### src/rtl/demux_stream_skid.sv
// demux_stream_skid
// Registered 1-to-NUM_OUT stream demultiplexer with a 2-entry skid buffer.
// Each accepted word carries a destination index and is presented on a shared
// data bus with a one-hot valid naming its channel. Words leave strictly in
// acceptance order. in_rdy is a flop, so no out_rdy bit can reach it
// combinationally. Words whose index is out of range are accepted, discarded
// and counted.
module demux_stream_skid #(
    parameter int DATA_W  = 64,
    parameter int NUM_OUT = 8,
    parameter int SEL_W   = 6,
    parameter int CNT_W   = 16
) (
    input  logic               clk,
    input  logic               rst,
    input  logic               in_vld,
    output logic               in_rdy,
    input  logic [DATA_W-1:0]  in_data,
    input  logic [SEL_W-1:0]   in_sel,
    output logic [NUM_OUT-1:0] out_vld,
    input  logic [NUM_OUT-1:0] out_rdy,
    output logic [DATA_W-1:0]  out_data,
    output logic               drop_pls,
    output logic [CNT_W-1:0]   drop_cnt
);

    typedef enum logic [1:0] {
        EMPTY = 2'd0,
        ONE   = 2'd1,
        TWO   = 2'd2
    } state_t;

    state_t             state_q, state_d;
    logic [DATA_W-1:0]  headData_q, headData_d;
    logic [SEL_W-1:0]   headSel_q, headSel_d;
    logic [DATA_W-1:0]  tailData_q, tailData_d;
    logic [SEL_W-1:0]   tailSel_q, tailSel_d;
    logic               inRdy_q, inRdy_d;
    logic [NUM_OUT-1:0] outVld_q, outVld_d;
    logic               dropPls_q, dropPls_d;
    logic [CNT_W-1:0]   dropCnt_q, dropCnt_d;

    logic inFire;
    logic selOk;
    logic store;
    logic drop;
    logic outFire;

    // Handshake decode: which transfers happen at the coming edge, and whether the
    // incoming word is kept (valid index) or swallowed (out-of-range index).
    always_comb begin
        inFire  = in_vld && inRdy_q;
        selOk   = (32'(in_sel) < 32'(NUM_OUT));
        store   = inFire && selOk;
        drop    = inFire && !selOk;
        outFire = |(outVld_q & out_rdy);
    end

    // Next-state of the skid buffer; the head entry always drives the outputs, and
    // the head is zeroed when the buffer empties so out_data never shows stale data.
    always_comb begin
        state_d    = state_q;
        headData_d = headData_q;
        headSel_d  = headSel_q;
        tailData_d = tailData_q;
        tailSel_d  = tailSel_q;
        unique case (state_q)
            EMPTY: begin
                if (store) begin
                    state_d    = ONE;
                    headData_d = in_data;
                    headSel_d  = in_sel;
                end
            end
            ONE: begin
                if (store && outFire) begin
                    headData_d = in_data;
                    headSel_d  = in_sel;
                end else if (store) begin
                    state_d    = TWO;
                    tailData_d = in_data;
                    tailSel_d  = in_sel;
                end else if (outFire) begin
                    state_d    = EMPTY;
                    headData_d = '0;
                    headSel_d  = '0;
                end
            end
            TWO: begin
                if (outFire) begin
                    state_d    = ONE;
                    headData_d = tailData_q;
                    headSel_d  = tailSel_q;
                    tailData_d = '0;
                    tailSel_d  = '0;
                end
            end
            default: begin
                state_d    = EMPTY;
                headData_d = '0;
                headSel_d  = '0;
                tailData_d = '0;
                tailSel_d  = '0;
            end
        endcase
    end

    // Registered outputs derived from the next state: ready unless full, and a
    // one-hot valid decoded from the next head index.
    always_comb begin
        inRdy_d  = (state_d != TWO);
        outVld_d = '0;
        for (int i = 0; i < NUM_OUT; i++) begin
            outVld_d[i] = (state_d != EMPTY) && (headSel_d == SEL_W'(i));
        end
        dropPls_d = drop;
        dropCnt_d = dropCnt_q;
        if (drop && (dropCnt_q != {CNT_W{1'b1}})) begin
            dropCnt_d = dropCnt_q + CNT_W'(1);
        end
    end

    // All state and registered outputs; reset discards both entries and the counter.
    always_ff @(posedge clk or negedge rst) begin
        if (!rst) begin
            state_q    <= EMPTY;
            headData_q <= '0;
            headSel_q  <= '0;
            tailData_q <= '0;
            tailSel_q  <= '0;
            inRdy_q    <= 1'b0;
            outVld_q   <= '0;
            dropPls_q  <= 1'b0;
            dropCnt_q  <= '0;
        end else begin
            state_q    <= state_d;
            headData_q <= headData_d;
            headSel_q  <= headSel_d;
            tailData_q <= tailData_d;
            tailSel_q  <= tailSel_d;
            inRdy_q    <= inRdy_d;
            outVld_q   <= outVld_d;
            dropPls_q  <= dropPls_d;
            dropCnt_q  <= dropCnt_d;
        end
    end

    assign in_rdy   = inRdy_q;
    assign out_vld  = outVld_q;
    assign out_data = headData_q;
    assign drop_pls = dropPls_q;
    assign drop_cnt = dropCnt_q;

endmodule

### config.mk
export PLATFORM = sky130hd
export DESIGN_NAME = demux_stream_skid
export DESIGN_NICKNAME = d
export VERILOG_FILES = /design/src/rtl/demux_stream_skid.sv
export SDC_FILE = /design/constraint.sdc
export NUM_CORES = 1
export LEC_CHECK = 0
export CAP_MARGIN = 0
export CORE_ASPECT_RATIO = 2
export CORE_MARGIN = 4
export CORE_UTILIZATION = 50
export DETAILED_ROUTE_END_ITERATION = 7
export PLACE_DENSITY = 0.92
export SYNTH_ARGS = -nofsm -noshare
export SYNTH_HDL_FRONTEND = slang
export SYNTH_SLANG_ARGS = --single-unit
export TNS_END_PERCENT = 30
### constraint.sdc
create_clock -name clk -period 2.6 [get_ports clk]
set_input_delay 0.52 -clock clk [delete_from_list [all_inputs] [get_ports clk]]
set_output_delay 0.52 -clock clk [all_outputs]
set_load 0.01 [all_outputs]
==> metrics.txt <==
# TYPE chip_impl_metric gauge
chip_impl_metric{name="peakVddDrop",unit="uV"} 722
chip_impl_metric{name="drt-pass1-iter-count",unit=""} 7
chip_impl_metric{name="critical_path_peak_fanout",unit=""} 9
chip_impl_metric{name="totalWireLength",unit="um"} 19600
chip_impl_info{name="clock_tree.root_cell",value="sky130_fd_sc_hd__clkbuf_16"} 1
chip_impl_metric{name="synth.yosys.seq_area_share",unit="%"} 58.7
chip_impl_metric{name="p_comb_share",unit="%"} 42.4
chip_impl_metric{name="max_slew.worst_pin.slew",unit="ns"} 0.508
chip_impl_metric{name="asyncSetResetFlopFracSynth",unit="%"} 100
chip_impl_metric{name="die-area",unit="mm^2"} 0.0164
chip_impl_metric{name="synth.lib_cells_used.distinct",unit=""} 45
chip_impl_metric{name="synth-edff-count",unit=""} 0
chip_impl_info{name="worstPathCellList",value="clkdlybuf4s50_1, a22oi_1, and4_1, buf_4, and2_1, or2_4, a221oi_4, inv_2, nor4_1"} 1
chip_impl_metric{name="timing.critical_path.arrival",unit="ns"} 2.75
chip_impl_metric{name="nets",unit=""} 996
chip_impl_metric{name="report.final.slew_viol_count",unit=""} 0
chip_impl_metric{name="min_period_over_period",unit="%"} 94.6
chip_impl_metric{name="area_overhead_vs_synth",unit="%"} 37.4
chip_impl_metric{name="grt.total_usage",unit="%"} 24.7
chip_impl_metric{name="die_height",unit="um"} 177
chip_impl_metric{name="number_of_global_route_vias_before_repair",unit=""} 6580
chip_impl_metric{name="gp_routability_congestion",unit=""} 0.824
chip_impl_metric{name="fp-row-count",unit=""} 61
chip_impl_info{name="synth_most_common_cell",value="sky130_fd_sc_hd__dfrtp_1"} 1
chip_impl_info{name="synth_flop_cell",value="sky130_fd_sc_hd__dfrtp_1"} 1
chip_impl_info{name="worst_setup_path_end_kind",value="flop"} 1
chip_impl_metric{name="grt_pass1_wl",unit="um"} 32200
chip_impl_metric{name="largest_stage_delay_on_the_critical_path",unit="ns"} 0.47
chip_impl_metric{name="power.net_switching",unit="W"} 0.00432
chip_impl_metric{name="power.density",unit="mW/mm^2"} 1180
chip_impl_metric{name="net_count_after_synthesis",unit=""} 825
chip_impl_metric{name="finalSetupViolations",unit=""} 0
chip_impl_info{name="synth_largest_area_cell",value="sky130_fd_sc_hd__dfrtp_1"} 1
chip_impl_metric{name="port_buffers",unit=""} 170
chip_impl_metric{name="worstHoldPathCells",unit=""} 2
chip_impl_metric{name="layout.cells.non_filler",unit=""} 1118
chip_impl_metric{name="clk_latency",unit="ns"} 0.41
chip_impl_metric{name="clock-skew-final",unit="ns"} 0.0103
chip_impl_info{name="synth_top_cells_by_count",value="168 x sky130_fd_sc_hd__dfrtp_1, 150 x sky130_fd_sc_hd__nand2_1, 137 x sky130_fd_sc_hd__nor2_1"} 1
chip_impl_metric{name="p_clk_share",unit="%"} 20.4
chip_impl_metric{name="avgSynthCellArea",unit="um^2"} 9.64
chip_impl_metric{name="detailed_place.area",unit="mm^2"} 0.00927
chip_impl_metric{name="cp.required",unit="ns"} 2.89
chip_impl_metric{name="antenna_found_initial",unit=""} 3
chip_impl_metric{name="timing.fmax",unit="GHz"} 0.407
chip_impl_metric{name="timing.max_cap.violations",unit=""} 0
chip_impl_info{name="synth.top_cells.by_area",value="sky130_fd_sc_hd__dfrtp_1 59%, sky130_fd_sc_hd__nand2_1 7.9%, sky130_fd_sc_hd__a221oi_1 7.8%"} 1
chip_impl_metric{name="yosys.area.top_type_share",unit="%"} 58.7
chip_impl_metric{name="vias",unit=""} 6259
chip_impl_metric{name="netlist_instances",unit=""} 743
chip_impl_metric{name="initial_core_utilization",unit="%"} 51.3
chip_impl_metric{name="route.detailed.vias_per_inst",unit=""} 5.60
chip_impl_metric{name="post_synth_instance_area",unit="mm^2"} 0.00716
chip_impl_info{name="critical_path_class",value="input pin to flop"} 1
chip_impl_metric{name="cts-buffers-inserted",unit=""} 17
chip_impl_metric{name="fillers",unit=""} 998
chip_impl_metric{name="ioPinCount",unit=""} 171
chip_impl_metric{name="post-route-cell-area",unit="mm^2"} 0.00984
chip_impl_metric{name="slew-limit-headroom",unit="%"} 66.1
chip_impl_metric{name="dp.cells",unit=""} 1083
chip_impl_metric{name="clk_path_buf_depth",unit=""} 2
chip_impl_info{name="run_status",value="complete, no violations"} 1
chip_impl_info{name="critPathLaunchType",value="input pin"} 1
chip_impl_metric{name="timing.reg2reg.worst_path_depth",unit=""} 8
chip_impl_metric{name="ys_ff_latch",unit=""} 168
chip_impl_metric{name="internal_power",unit="W"} 0.00725
chip_impl_metric{name="final_period_minus_worst_setup_slack",unit="ns"} 2.46
chip_impl_metric{name="grt_start_max_net_pins",unit=""} 63
chip_impl_metric{name="synth-warning-count",unit=""} 0
chip_impl_metric{name="post-dp-hpwl",unit="um"} 13800
chip_impl_metric{name="detailedRoute.firstIterationViolations",unit=""} 401
chip_impl_metric{name="overflow",unit=""} 0
chip_impl_info{name="tritoncts",value="yes"} 1
chip_impl_metric{name="remaining_drc_errors",unit=""} 0
chip_impl_metric{name="avgRoutedWirePerCell",unit="um"} 17.6
chip_impl_metric{name="floorplan.die.width",unit="um"} 92.6
chip_impl_metric{name="power.static_leakage",unit="nW"} 4.15
chip_impl_metric{name="share_of_layout_cells_above_drive_strength_1",unit="%"} 9.29
chip_impl_metric{name="switching_share",unit="%"} 37.4
chip_impl_metric{name="cts.reportedPaths.clkPinSlew",unit="ns"} 0.07
chip_impl_metric{name="cts.sink_count",unit=""} 168
chip_impl_metric{name="sequentialPowerShare",unit="%"} 37.2
chip_impl_metric{name="hold_viol_final",unit=""} 0
chip_impl_info{name="critical_path.slowest_cell",value="sky130_fd_sc_hd__clkdlybuf4s50_1"} 1
chip_impl_info{name="grt_setup_unrepaired",value="false"} 1
chip_impl_info{name="timing.hold.worst.class",value="flop to flop"} 1
chip_impl_metric{name="cts-htree-levels",unit=""} 4
chip_impl_metric{name="core_footprint",unit="mm^2"} 0.0140
chip_impl_metric{name="detail-route-antenna-nets",unit=""} 0
-- worst paths after layout --
| check | start | endpoint | slack (ns) |
|---|---|---|---|
| setup / recovery | out_rdy[5] | out_vld[6]$_DFF_PN0_ | 0.14 |
| hold / removal | tailData_q[48]$_DFFE_PN0P_ | tailData_q[48]$_DFFE_PN0P_ | 0.48 |
| setup reg to reg | out_vld[5]$_DFF_PN0_ | out_vld[6]$_DFF_PN0_ | 0.30 |
| hold reg to reg | tailData_q[48]$_DFFE_PN0P_ | tailData_q[48]$_DFFE_PN0P_ | 0.48 |
| max in group asynchronous | rst | out_vld[3]$_DFF_PN0_ | 1.30 |
| min in group asynchronous | rst | out_data[20]$_DFFE_PN0P_ | 0.56 |
-- through the flow --
stage	power [W]	util [%]	TNS [ns]	hold WS [ns]	setup WS, ns
CTS	0.0116	70.4	0	0.484	0.162
global placement	0.00901	66.4	-2.97	0.436	-0.183
detailed placement	0.00927	66.4	-10.23	0.439	-0.264
global route	0.0123	70.4	0	0.507	0.0166
finish	0.0116	70.4	0	0.479	0.140
floorplan	0.00680	-	0	0.224	0.494
-- state kept, by name, summed over array words and instances, names as in the netlist --
name        flops
headSel_q       6
out_data       64
drop_pls        1
tailSel_q       6
drop_cnt       16
state_q         2
in_rdy          1
out_vld         8
tailData_q     64
-- per-layer routing --
metal / up-vias / routed length (um) / global-route usage [%]
met4: 0 / 860 / 13.3
li1: 2919 / - / -
met3: 51 / 1040 / 5.28
met5: - / 0 / 0
met2: 234 / 10800 / 44.2
met1: 3055 / 6950 / 26.9
-- cells by family (layout without fill, tap and decap cells) --
family          Yosys count  after routing  share of synthesized area, %
compound gates          155            155                          15.4
xor+xnor                 14             14                          1.71
fa+ha+maj                 1              1                         0.175
buf+inv                  60            243                          3.49
flops                   168            168                          58.7
mux                       4              4                         0.611
other cells               0              3                             0
simple gates            341            341                          20.0
-- worst max-delay path: cells and delay by family --
family,cells,cell delay (ns)
AND/OR/NAND/NOR,4,1.01
buffers and inverters,3,0.74
AO/OA/AOI/OAI,2,0.47
-- timing repair --
action                     CTS  global route
setup endpoints to repair    0             1
hold endpoints to repair    23             0
buffers inserted             0             0
hold buffers                 1             0
resized for setup            0             1
-- layout make-up --
| type | count | area [um^2] | share of cell area [%] |
|---|---|---|---|
| Tap cell | 189 | 236 | 2.40 |
| Antenna cell | 3 | 7.51 | 0.0763 |
| Inverter | 6 | 22.5 | 0.229 |
| Sequential cell | 168 | 4200 | 42.7 |
| Multi-Input combinational cell | 515 | 2760 | 28.0 |
| Clock buffer | 17 | 425 | 4.32 |
| Clock inverter | 14 | 124 | 1.26 |
| Timing Repair Buffer | 206 | 2060 | 21.0 |
-- cell usage in the layout (no fill, tap or decap), types with 4 or more instances in the layout --
| cell type | instances |
|---|---|
| sky130_fd_sc_hd__a221oi_1 | 64 |
| sky130_fd_sc_hd__and2_1 | 5 |
| sky130_fd_sc_hd__buf_12 | 7 |
| sky130_fd_sc_hd__buf_4 | 28 |
| sky130_fd_sc_hd__clkbuf_16 | 17 |
| sky130_fd_sc_hd__clkdlybuf4s50_1 | 169 |
| sky130_fd_sc_hd__clkinv_2 | 4 |
| sky130_fd_sc_hd__clkinvlp_4 | 4 |
| sky130_fd_sc_hd__dfrtp_1 | 168 |
| sky130_fd_sc_hd__inv_1 | 5 |
| sky130_fd_sc_hd__inv_6 | 4 |
| sky130_fd_sc_hd__nand2_1 | 150 |
| sky130_fd_sc_hd__nand3_1 | 20 |
| sky130_fd_sc_hd__nand4_1 | 4 |
| sky130_fd_sc_hd__nor2_1 | 135 |
| sky130_fd_sc_hd__nor4_1 | 8 |
| sky130_fd_sc_hd__o21ai_0 | 68 |
| sky130_fd_sc_hd__xnor2_1 | 10 |
| sky130_fd_sc_hd__xor2_1 | 4 |
-- power by group through the flow --
stage | Combinational, W | Sequential, W | Clock [W]
global placement | 0.00473 | 0.00428 | 0
finish | 0.00490 | 0.00431 | 0.00236
CTS | 0.00495 | 0.00430 | 0.00240
floorplan | 0.00236 | 0.00444 | 0
detailed placement | 0.00493 | 0.00434 | 0
global route | 0.00541 | 0.00442 | 0.00251
Note: power is estimated with default switching activity, not from simulation.
